### src/rtl/crc_pkg.sv
// Shared definitions for the CRC engine: FSM encoding, common polynomials and width limits.
package crc_pkg;

    localparam int CRC_W_MIN  = 2;
    localparam int CRC_W_MAX  = 32;
    localparam int DATA_W_MIN = 1;
    localparam int DATA_W_MAX = 32;

    // Polynomials with the implicit x^CRC_W term omitted
    localparam logic [31:0] CRC8_POLY_31     = 32'h0000_0031;
    localparam logic [31:0] CRC8_POLY_07     = 32'h0000_0007;
    localparam logic [31:0] CRC16_CCITT_1021 = 32'h0000_1021;

    typedef enum logic {
        ST_IDLE = 1'b0,
        ST_RUN  = 1'b1
    } fsm_state_e;

endpackage

### src/rtl/crc_step.sv
// Combinational CRC fold: advances a CRC_W-bit LFSR by DATA_W input bits, MSB of din first.
module crc_step
    import crc_pkg::*;
#(
    parameter int               CRC_W  = 8,
    parameter int               DATA_W = 1,
    parameter logic [CRC_W-1:0] POLY   = CRC_W'(CRC8_POLY_31)
) (
    input  logic [CRC_W-1:0]  state,
    input  logic [DATA_W-1:0] din,
    output logic [CRC_W-1:0]  next_state
);

    logic [CRC_W-1:0] acc;
    logic             fb;

    always_comb begin
        acc = state;
        fb  = 1'b0;
        for (int i = DATA_W - 1; i >= 0; i--) begin
            fb  = din[i] ^ acc[CRC_W-1];
            acc = {acc[CRC_W-2:0], 1'b0} ^ (fb ? POLY : '0);
        end
        next_state = acc;
    end

endmodule

### src/rtl/crc_engine.sv
// Frame-oriented CRC generator: folds DATA_W bits per beat, pulses crc_valid after the last beat.
// Defining CRC_CHECK_EN adds chk_mode/crc_err for residue checking of frames carrying their CRC.
module crc_engine
    import crc_pkg::*;
#(
    parameter int               CRC_W   = 8,
    parameter int               DATA_W  = 1,
    parameter logic [CRC_W-1:0] POLY    = CRC_W'(CRC8_POLY_31),
    parameter logic [CRC_W-1:0] INIT    = '0,
    parameter logic [CRC_W-1:0] XOR_OUT = '0
) (
    input  logic              clk,
    input  logic              rstn,
    input  logic              start,
    input  logic [DATA_W-1:0] din,
    input  logic              din_valid,
    input  logic              din_last,
    output logic              busy,
    output logic [CRC_W-1:0]  crc_out,
    output logic              crc_valid,
    output logic [CRC_W-1:0]  crc_state
`ifdef CRC_CHECK_EN
    ,
    input  logic              chk_mode,
    output logic              crc_err
`endif
);

    if (CRC_W < CRC_W_MIN || CRC_W > CRC_W_MAX) begin : g_bad_crc_w
        $error("crc_engine: CRC_W out of range");
    end
    if (DATA_W < DATA_W_MIN || DATA_W > DATA_W_MAX) begin : g_bad_data_w
        $error("crc_engine: DATA_W out of range");
    end

    fsm_state_e       fsm_q;
    fsm_state_e       fsm_d;
    logic [CRC_W-1:0] lfsr_p0;
    logic [CRC_W-1:0] lfsr_d;
    logic [CRC_W-1:0] base;
    logic [CRC_W-1:0] stepped;
    logic             fold;
    logic             finish;
    logic [CRC_W-1:0] result_p1;
    logic             vld_p1;

    // A start restarts from INIT so a same-cycle beat folds onto a fresh register
    assign base = start ? INIT : lfsr_p0;

    crc_step #(
        .CRC_W  (CRC_W),
        .DATA_W (DATA_W),
        .POLY   (POLY)
    ) u_step (
        .state      (base),
        .din        (din),
        .next_state (stepped)
    );

    always_ff @(posedge clk or negedge rstn) begin
        if (!rstn) begin
            fsm_q <= ST_IDLE;
        end else begin
            fsm_q <= fsm_d;
        end
    end

    always_comb begin
        fsm_d = fsm_q;
        case (fsm_q)
            ST_IDLE: if (start) fsm_d = finish ? ST_IDLE : ST_RUN;
            ST_RUN:  if (finish) fsm_d = ST_IDLE;
            default: fsm_d = ST_IDLE;
        endcase
    end

    always_comb begin
        busy   = (fsm_q == ST_RUN);
        fold   = din_valid && (start || fsm_q == ST_RUN);
        finish = fold && din_last;
        lfsr_d = lfsr_p0;
        if (fold) begin
            lfsr_d = stepped;
        end else if (start) begin
            lfsr_d = INIT;
        end
    end

    // Stage p0: live LFSR register
    always_ff @(posedge clk or negedge rstn) begin
        if (!rstn) begin
            lfsr_p0 <= INIT;
        end else begin
            lfsr_p0 <= lfsr_d;
        end
    end

    // Stage p1: frame result, held until the next completed frame
    always_ff @(posedge clk or negedge rstn) begin
        if (!rstn) begin
            result_p1 <= '0;
            vld_p1    <= 1'b0;
        end else begin
            vld_p1 <= finish;
            if (finish) begin
                result_p1 <= stepped ^ XOR_OUT;
            end
        end
    end

`ifdef CRC_CHECK_EN
    logic err_p1;

    // A frame that carries its own CRC leaves a zero residue when intact
    always_ff @(posedge clk or negedge rstn) begin
        if (!rstn) begin
            err_p1 <= 1'b0;
        end else if (finish) begin
            err_p1 <= chk_mode && (stepped != '0);
        end
    end

    assign crc_err = err_p1;
`endif

    assign crc_out   = result_p1;
    assign crc_valid = vld_p1;
    assign crc_state = lfsr_p0;

endmodule

### config.mk
export PLATFORM = sky130hd
export DESIGN_NAME = crc_engine
export DESIGN_NICKNAME = d
export VERILOG_FILES = /design/src/rtl/crc_pkg.sv /design/src/rtl/crc_step.sv /design/src/rtl/crc_engine.sv
export SDC_FILE = /design/constraint.sdc
export NUM_CORES = 1
export LEC_CHECK = 0
export CAP_MARGIN = 30
export CORE_MARGIN = 3
export CORE_UTILIZATION = 45
export CTS_BUF_LIST = sky130_fd_sc_hd__clkbuf_8 sky130_fd_sc_hd__clkbuf_16
export DETAILED_ROUTE_END_ITERATION = 16
export GPL_TIMING_DRIVEN = 0
export PLACE_DENSITY = 0.8
export SYNTH_ARGS = -nofsm -noshare
export SYNTH_HDL_FRONTEND = slang
export SYNTH_SLANG_ARGS = --single-unit
### constraint.sdc
create_clock -name clk -period 1.3 [get_ports clk]
set_input_delay 0.13 -clock clk [delete_from_list [all_inputs] [get_ports clk]]
set_output_delay 0.13 -clock clk [all_outputs]
set_load 0.1 [all_outputs]
# After elaboration in Yosys (flattened, before gate mapping)
# Cells that the tools add are included.
[word_totals]
word_cells = 16
out_inout_bits = 18
in_bits = 6
reg_bits = 18
[classes]
n_bitwise = 3
reduce_logical = 3
mux = 6
[op_table]
columns = ["operator", "n"]
rows = [
  ["two-way mux 8 bit", 2],
  ["bitwise XOR 8 bit", 1],
  ["two-way mux 6 bit", 1],
  ["logical AND 1 bit", 2],
  ["two-way mux 1 bit", 2],
  ["case mux 1 bit (2 select lines)", 1],
  ["logical OR 1 bit", 1],
  ["inverter 1 bit", 1],
  ["bitwise XOR 1 bit", 1],
]

# Logic depth before layout (Yosys ltp)
# Gate-level depths: netlist (run 1).
[depth]
depth_word = 6
mapped_depth = 5
depth_no_buf = 4

# Modules after synthesis
# Synthesis (run 1) repeated with hierarchy kept, for this count alone.
[hier_totals]
cells_unflattened = 58
area_unflattened_um2 = 822.0
[by_module_without_submodules]
columns = ["mod", "area_each_um2", "n_inst", "seq_area_each_um2", "cells_each"]
rows = [
  ["crc_engine", 720.7, 1, 450.4, 49],
  ["crc_step", 101.3, 1, 0.0, 9],
]

# Worst setup path before layout (run 1)
# OpenSTA, ideal clock, no wires.
[synth_path]
path_kind = "reg2reg"
start = "register fsm_q, in the netlist busy"
end = "register result_p1[4], in the netlist crc_out[4]"
arrival_ns = 1.718
path_buffers = 1
setup_slack_ns = -0.500
setup_ns = 0.082
path_stages_with_launch = 6
t_required_ns = 1.218
period_less_slack_ns = 1.800
cell_sequence = "dfrtp_1 -> buf_2 -> o211ai_2 -> inv_2 -> nor2_1 -> a31oi_1"
[synth_via]
elab_chain_cells = 3
[synth_rtl]
columns = ["element", "line_no", "source"]
rows = [
  ["start: declaration", "crc_engine.sv:36", "fsm_state_e fsm_q;"],
  ["start signal: assignment", "crc_engine.sv:64", "fsm_q <= fsm_d;"],
  ["logical OR 1 bit", "crc_engine.sv:79", "fold = din_valid && (start || fsm_q == ST_RUN);"],
  ["logical AND 1 bit", "crc_engine.sv:79", ""],
  ["logical AND 1 bit", "crc_engine.sv:80", "finish = fold && din_last;"],
  ["named net finish", "crc_engine.sv:43", "logic finish;"],
  ["end signal: assignment", "crc_engine.sv:106", "result_p1 <= stepped ^ XOR_OUT;"],
  ["end: declaration", "crc_engine.sv:44", "logic [CRC_W-1:0] result_p1;"],
]
# The timed path passes the listed nets, and every way through them passes these cells.
# A chain may end at the register's enable or synchronous reset.

# Worst setup path after layout (run 1)
[layout_path]
start = "register lfsr_p0[7], in the netlist crc_state[7]"
end = "register lfsr_p0[5], in the netlist crc_state[5]"
[layout_via]
elab_chain_cells = 5
[layout_rtl]
columns = ["element", "line_no", "source"]
rows = [
  ["start: declaration", "crc_engine.sv:38", "logic [CRC_W-1:0] lfsr_p0;"],
  ["start signal: assignment", "crc_engine.sv:94", "lfsr_p0 <= lfsr_d;"],
  ["two-way mux 8 bit", "-", ""],
  ["bitwise XOR 1 bit", "crc_step.sv:21", "fb = din[i] ^ acc[CRC_W-1];"],
  ["two-way mux 6 bit", "crc_step.sv:22", "acc = {acc[CRC_W-2:0], 1'b0} ^ (fb ? POLY : '0);"],
  ["bitwise XOR 8 bit", "crc_step.sv:22", ""],
  ["two-way mux 8 bit", "crc_engine.sv:82", "if (fold) begin"],
  ["named net lfsr_d[5]", "crc_engine.sv:39", "logic [CRC_W-1:0] lfsr_d;"],
]
# The timed path passes the listed nets, and every way through them passes these cells.

==> results.json, run 1 <==
{
  "worst_path_largest_cell_delay_ps": 530,
  "cts-root-buf": "sky130_fd_sc_hd__clkbuf_8",
  "final-max-slew-violation-count": 0,
  "detail_route.vias_per_cell": 5.17,
  "netlist_instances": 85,
  "floorplan.rows": 14,
  "synth.ff_latch_count": 18,
  "grt_setup_unrepaired": "yes",
  "core_region_area_um2": 1590,
  "die_width_um": 48.4,
  "synth-main-ff-cell": "sky130_fd_sc_hd__dfrtp_1",
  "synth.top_cell.area_share_pct": 55.8,
  "fillers": 132,
  "synthDominantAreaCellType": "sky130_fd_sc_hd__dfrtp_1",
  "number_of_maximum_capacitance_constraint_violations": 0,
  "track_usage_pct": 17.6,
  "worstSetupEndpointType": "register",
  "avgSynthCellArea_um2": 9.49,
  "crit_path_cell_trace": "xnor2_2 -> or3_1 -> o221ai_1",
  "hpwl_um": 1220,
  "worst-slew-pin-transition_ps": 787,
  "gpl.final_weighted_congestion": 0.810,
  "seq_area_frac_synth_pct": 55.8,
  "postSynth.asyncResetShare_pct": 100,
  "i_o_pin_cnt": 24,
  "initial_antenna_violation_count": 0,
  "ir_worst_vdd_uv": 1140,
  "hold_slack_ps": 329,
  "period_minus_slack_ps": 1290,
  "gr-usage-met3_pct": 3.99,
  "leakage_nw": 0.513,
  "antenna-diode-count": 0,
  "routing_usage_on_met1_pct": 21.6,
  "final.setup_skew_ps": 3.86,
  "fin_util_pct": 70.8,
  "die_h_um": 48.4,
  "grt_first_pass_wirelength_um": 3230,
  "timing.critical_path.arrival_ps": 1460,
  "pwr_density_cell_nw_per_um2": 1490,
  "grt.busiest_layer": "met2",
  "worst-path-buf-inv": 0,
  "grt_start_max_net_pins": 19,
  "crit_path_top_delay_cell": "sky130_fd_sc_hd__dfrtp_4",
  "number_of_global_route_vias_before_repair": 690,
  "final_min_period_over_clock_period_pct": 99.1,
  "cts.path.max_buffers": 2,
  "grt.overflow.total": 0,
  "worst_slew_margin_rel_pct": 47.4,
  "initial_core_util_pct": 50.6,
  "synthDistinctLibCells": 22,
  "dieArea_um2": 2340,
  "finalNetCount": 121,
  "detail_route.wl_per_cell_um": 13.8,
  "cts-buffers-inserted": 3,
  "detailroute.via_count": 714,
  "detail_route.iter0.violations": 15,
  "port_buffers": 23,
  "tritoncts_num_sinks": 18,
  "drt_first_pass_iters": 4,
  "finalHoldViolations": 0,
  "path_max_fanout": 7,
  "setup_viol_count_final": 0,
  "layout-drive-gt1-share_pct": 34.2,
  "cts_tree": "done",
  "min_path_type": "in2async",
  "fmax_mhz": 776,
  "flow.area_growth_from_synthesis_pct": 39.8,
  "path_class": "reg2reg",
  "ant_nets": 0,
  "synthesis.area_um2": 807,
  "register_to_register_path_depth": 3,
  "timing.critical_path.max_delay_family": "flip-flops",
  "synth-edff-count": 0,
  "routed_wirelength_um": 1900,
  "clk_latency_ps": 250,
  "critical_path_depth": 3,
  "most_numerous_cell_in_the_yosys_netlist": "sky130_fd_sc_hd__nand2_1",
  "syn_nets": 91,
  "setup.worst_path.start_class": "register",
  "synth_top_cells_by_count": "sky130_fd_sc_hd__nand2_1 (23), sky130_fd_sc_hd__dfrtp_1 (18), sky130_fd_sc_hd__a21oi_1 (7)",
  "synth.top_cells.by_area": "sky130_fd_sc_hd__dfrtp_1 (56%), sky130_fd_sc_hd__nand2_1 (11%), sky130_fd_sc_hd__nand3b_1 (4.7%), sky130_fd_sc_hd__a21oi_1 (4.3%), sky130_fd_sc_hd__xnor2_1 (3.3%)",
  "cts_max_level": 1,
  "result_of_the_run": "completed",
  "required_time_at_the_endpoint_of_the_critical_path_ps": 1470,
  "worst_setup_hold_path_clk_slew_ps": 70,
  "post-route-drc-count": 0,
  "grtUsageMet2_pct": 28.2,
  "synthesis.yosys.warnings": 0
}
==> what timing repair did <==
action	CTS	global route
pin swaps	1	1
hold buffers	0	0
buffers inserted	1	1
resized for setup	78	15
setup endpoints to repair	29	12
==> state kept, by name, indices dropped and copies added (netlist names) <==
signal	cells
crc_state	8
crc_valid	1
busy	1
crc_out	8
==> placed cells by master, fill, tap and decap left out <==
cell type | Yosys | final
sky130_fd_sc_hd__nand2_2 | 0 | 1
sky130_fd_sc_hd__and4b_2 | 1 | 1
sky130_fd_sc_hd__a31oi_1 | 2 | 2
sky130_fd_sc_hd__a21oi_1 | 7 | 6
sky130_fd_sc_hd__xnor2_1 | 3 | 1
sky130_fd_sc_hd__clkbuf_8 | 0 | 4
sky130_fd_sc_hd__xnor2_2 | 0 | 2
sky130_fd_sc_hd__clkdlybuf4s18_2 | 0 | 2
sky130_fd_sc_hd__dfrtp_1 | 18 | 14
sky130_fd_sc_hd__o221ai_1 | 2 | 2
sky130_fd_sc_hd__clkdlybuf4s50_1 | 0 | 4
sky130_fd_sc_hd__a21oi_2 | 0 | 1
sky130_fd_sc_hd__nor2b_1 | 1 | 1
sky130_fd_sc_hd__o21ai_0 | 2 | 2
sky130_fd_sc_hd__dlygate4sd2_1 | 0 | 1
sky130_fd_sc_hd__clkdlybuf4s15_2 | 0 | 1
sky130_fd_sc_hd__dfrtp_4 | 0 | 4
sky130_fd_sc_hd__inv_1 | 1 | 1
sky130_fd_sc_hd__nand2_1 | 23 | 22
sky130_fd_sc_hd__inv_2 | 1 | 1
sky130_fd_sc_hd__o21a_1 | 1 | 1
sky130_fd_sc_hd__o22ai_1 | 1 | 1
sky130_fd_sc_hd__buf_2 | 2 | 15
sky130_fd_sc_hd__o211ai_4 | 0 | 1
sky130_fd_sc_hd__nand2b_1 | 2 | 2
sky130_fd_sc_hd__o21ai_1 | 2 | 2
sky130_fd_sc_hd__or3_1 | 2 | 2
sky130_fd_sc_hd__buf_4 | 0 | 2
sky130_fd_sc_hd__nand3b_1 | 5 | 5
sky130_fd_sc_hd__o21ai_4 | 0 | 1
sky130_fd_sc_hd__nor2_1 | 6 | 6
sky130_fd_sc_hd__clkbuf_2 | 0 | 1
sky130_fd_sc_hd__buf_6 | 0 | 2
==> worst reg2reg max path, cell delays in order, from the launching register on <==
cell	delay (ps)
sky130_fd_sc_hd__dfrtp_4	530
sky130_fd_sc_hd__xnor2_2	160
sky130_fd_sc_hd__or3_1	330
sky130_fd_sc_hd__o221ai_1	180
==> layout make-up <==
class	instances	area [µm²]	area share (%)
well taps	24	30.0	2.66
inverters	2	7.51	0.665
plain buffers	3	21.3	1.88
clock buffers	4	55.1	4.88
repair buffers	25	176	15.6
flip-flops and latches	18	465	41.2
multi-input cells	62	373	33.0
==> per-layer routing <==
| metal | part of all wire, % | vias up |
|---|---|---|
| met3 | 6.5 | 5 |
| li1 | - | 347 |
| met2 | 45 | 24 |
| met5 | 0 | - |
| met4 | 2.4 | 0 |
| met1 | 46 | 338 |
==> power by group <==
| group | switching (mW) | internal, mW | total [mW] |
|---|---|---|---|
| Clock | 0.188 | 0.269 | 0.458 |
| Sequential | 0.0334 | 0.612 | 0.645 |
| Combinational | 0.472 | 0.107 | 0.579 |
==> through the flow <==
step | setup TNS (ps) | cells | cell area, µm² | worst slack, ps | total power [mW]
detailed placement | -9800 | 132 | 1110 | -436 | 1.26
global route | -38.7 | 138 | 1130 | -14.5 | 1.75
global placement | -9730 | 132 | 1110 | -441 | 1.26
finish | 0 | 138 | 1130 | 11.6 | 1.68
floorplan | -1250 | 85 | 852 | -138 | 1.10
CTS | 0 | 137 | 1150 | 0.948 | 1.70
==> path summary, 6_finish.rpt <==
check	start	to	slack, ps
max	crc_state[7]	crc_state[5]	10
min	rstn	crc_out[0]	330
max reg2reg	crc_state[7]	crc_state[5]	10
min reg2reg	crc_out[1]	crc_out[1]	470
max in group asynchronous	rstn	busy	390
min in group clk	crc_out[1]	crc_out[1]	470
==> cell families (layout without fill, tap and decap cells) <==
logic type / count (synthesis) / count (layout) / synth area share [%]
AO/OA/AOI/OAI: 19 / 19 / 14.9
XOR/XNOR: 3 / 3 / 3.26
buffers and inverters: 5 / 34 / 2.63
flip-flops: 18 / 18 / 55.8
AND/OR/NAND/NOR: 40 / 40 / 23.4
(Power assumes the default switching activity.)
==> run 2: changes to the inputs <==
Settings changed: SLEW_MARGIN set to 20.
==> results of run 2 <==
Same layout as run 1: the final DEF is identical, and so are final timing and power.
==> run 3: changes to the inputs <==
--- a/config.mk
+++ b/config.mk
@@ -8,9 +8,9 @@
 export CAP_MARGIN = 30
 export CORE_MARGIN = 3
-export CORE_UTILIZATION = 45
+export CORE_UTILIZATION = 40
 export CTS_BUF_LIST = sky130_fd_sc_hd__clkbuf_8 sky130_fd_sc_hd__clkbuf_16
 export DETAILED_ROUTE_END_ITERATION = 16
 export GPL_TIMING_DRIVEN = 0
-export PLACE_DENSITY = 0.8
+export PLACE_DENSITY = 0.74
 export SLEW_MARGIN = 20
 export SYNTH_ARGS = -nofsm -noshare
==> constraint.sdc (replaced) <==
create_clock -name clk -period 1.1 [get_ports clk]
set_input_delay 0.22 -clock clk [delete_from_list [all_inputs] [get_ports clk]]
set_output_delay 0.22 -clock clk [all_outputs]
set_load 0.1 [all_outputs]
==> results.json, run 3 (synthesized netlist as in run 1, its figures left out) <==
{
  "result_of_the_run": "complete, but fails checks",
  "failing_checks": "negative setup slack",
  "worst_slew_margin_rel_pct": 47.2,
  "layout_setup_ws_ps": -185,
  "cts-buffers-inserted": 3,
  "power.combinational.fraction_pct": 41.8,
  "number_of_global_route_vias_before_repair": 770,
  "switching_share_pct": 41.1,
  "clock_power_share_pct": 21.1,
  "cts_max_level": 1,
  "leakage_nw": 0.603,
  "port_buffers": 23,
  "layout.cells.most_common_list": "sky130_fd_sc_hd__nand2_1 (17), sky130_fd_sc_hd__dfrtp_2 (14), sky130_fd_sc_hd__buf_6 (9), sky130_fd_sc_hd__buf_4 (9)",
  "grtUsageMet2_pct": 32.4,
  "period_minus_slack_ps": 1280,
  "gr-usage-met3_pct": 2.92,
  "routed_wirelength_um": 2440,
  "clk_latency_ps": 250,
  "timing.critical_path.arrival_ps": 1450,
  "final_area_um2": 1450,
  "detail_route.vias_per_cell": 5.46,
  "worst-slew-pin-transition_ps": 790,
  "grt.overflow.total": 0,
  "floorplan.rows": 15,
  "worst_setup_hold_path_clk_slew_ps": 70,
  "grt_first_pass_wirelength_um": 3640,
  "placed_area_um2": 1130,
  "track_usage_pct": 19.5,
  "net-switching-power_mw": 0.885,
  "finalNetCount": 130,
  "grt.busiest_layer": "met2",
  "dieArea_um2": 2590,
  "core_region_area_um2": 1820,
  "cts_tree": "done",
  "grt_start_max_net_pins": 19,
  "die_h_um": 50.9,
  "required_time_at_the_endpoint_of_the_critical_path_ps": 1270,
  "finalHoldViolations": 0,
  "min_path_type": "in2async",
  "gpl.final_weighted_congestion": 0.761,
  "die_width_um": 50.9,
  "ant_nets": 0,
  "fin_total_pwr_mw": 2.15,
  "cts-hold-fix-buffers": 0,
  "place_worst_setup_slack_ps": -732,
  "setup.worst_path.start_class": "register",
  "setup_viol_count_final": 21,
  "i_o_pin_cnt": 24,
  "p_int_mw": 1.27,
  "initial_antenna_violation_count": 0,
  "hold_slack_ps": 35.6,
  "cts-root-buf": "sky130_fd_sc_hd__clkbuf_8",
  "grt_setup_unrepaired": "yes",
  "final.setup_skew_ps": 1.70,
  "post-route-drc-count": 0,
  "routing_usage_on_met1_pct": 23.5,
  "worstSetupEndpointType": "register",
  "tritoncts_num_sinks": 18,
  "initial_core_util_pct": 44.3,
  "hpwl_um": 1330,
  "pwr_density_cell_nw_per_um2": 1480,
  "pwr-share-seq_pct": 37.1,
  "final_min_period_over_clock_period_pct": 117,
  "detailroute.via_count": 803,
  "detail_route.wl_per_cell_um": 16.6,
  "ir_worst_vdd_uv": 1220,
  "cts.path.max_buffers": 2,
  "number_of_maximum_capacitance_constraint_violations": 0,
  "layout-drive-gt1-share_pct": 63.9,
  "drt_first_pass_iters": 4,
  "path_class": "reg2reg",
  "flow.area_growth_from_synthesis_pct": 80.2,
  "detail_route.iter0.violations": 21,
  "layout.cells.most_common": "sky130_fd_sc_hd__nand2_1",
  "path_max_fanout": 5,
  "antenna-diode-count": 0,
  "fmax_mhz": 778,
  "final-max-slew-violation-count": 0
}
[run 3: cell type report]
cell class / count / area [µm²]
Multi-Input combinational cell: 63 / 469
Tap cell: 25 / 31.3
Fill cell: 116 / 367
Timing Repair Buffer: 33 / 394
Buffer: 3 / 25.0
Sequential cell: 18 / 483
Clock buffer: 3 / 41.3
Inverter: 2 / 10.0
[run 3: final timing paths]
kind,from,end,slack (ps),cells after the start
max,crc_state[7],crc_out[4],-180,3
min,rstn,crc_state[4],40,1
max reg2reg,crc_state[7],crc_out[4],-180,3
min reg2reg,crc_out[7],crc_out[7],500,2
max in group asynchronous,rstn,busy,480,1
min in group clk,start,crc_state[7],500,4
[run 3: layer usage]
layer,vias up,wire (µm)
met1,409,1010
met2,19,1300
met5,-,0
met4,0,68
met3,7,66
li1,368,-
[run 3: power by group through the flow]
| stage | Clock (mW) | Combinational, mW | Sequential [mW] |
|---|---|---|---|
| finish | 0.454 | 0.900 | 0.798 |
| global placement | 0 | 0.714 | 0.782 |
| CTS | 0.464 | 0.817 | 0.790 |
| floorplan | 0 | 0.120 | 1.20 |
| detailed placement | 0 | 0.721 | 0.787 |
| global route | 0.485 | 0.928 | 0.806 |
[run 3: worst max-delay path, stage by stage (launching register included)]
cell                      delay [ps]
sky130_fd_sc_hd__dfrtp_4         530
sky130_fd_sc_hd__xnor2_2         160
sky130_fd_sc_hd__or3_4           360
sky130_fd_sc_hd__a31oi_4         150
[run 3: what timing repair did]
item	CTS	global route
setup endpoints to repair	36	38
pin swaps	13	8
gates resized for setup	151	25
cloned	1	0
setup buffers	7	3
[run 3: stage by stage]
step	TNS, ps	util, %	instances
2_1_floorplan	-4730	-	85
3_3_place_gp	-24030	62.1	133
3_5_place_dp	-24230	62.1	133
4_1_cts	-2090	74.1	144
5_1_grt	-3020	79.9	147
6_report	-2230	79.9	147
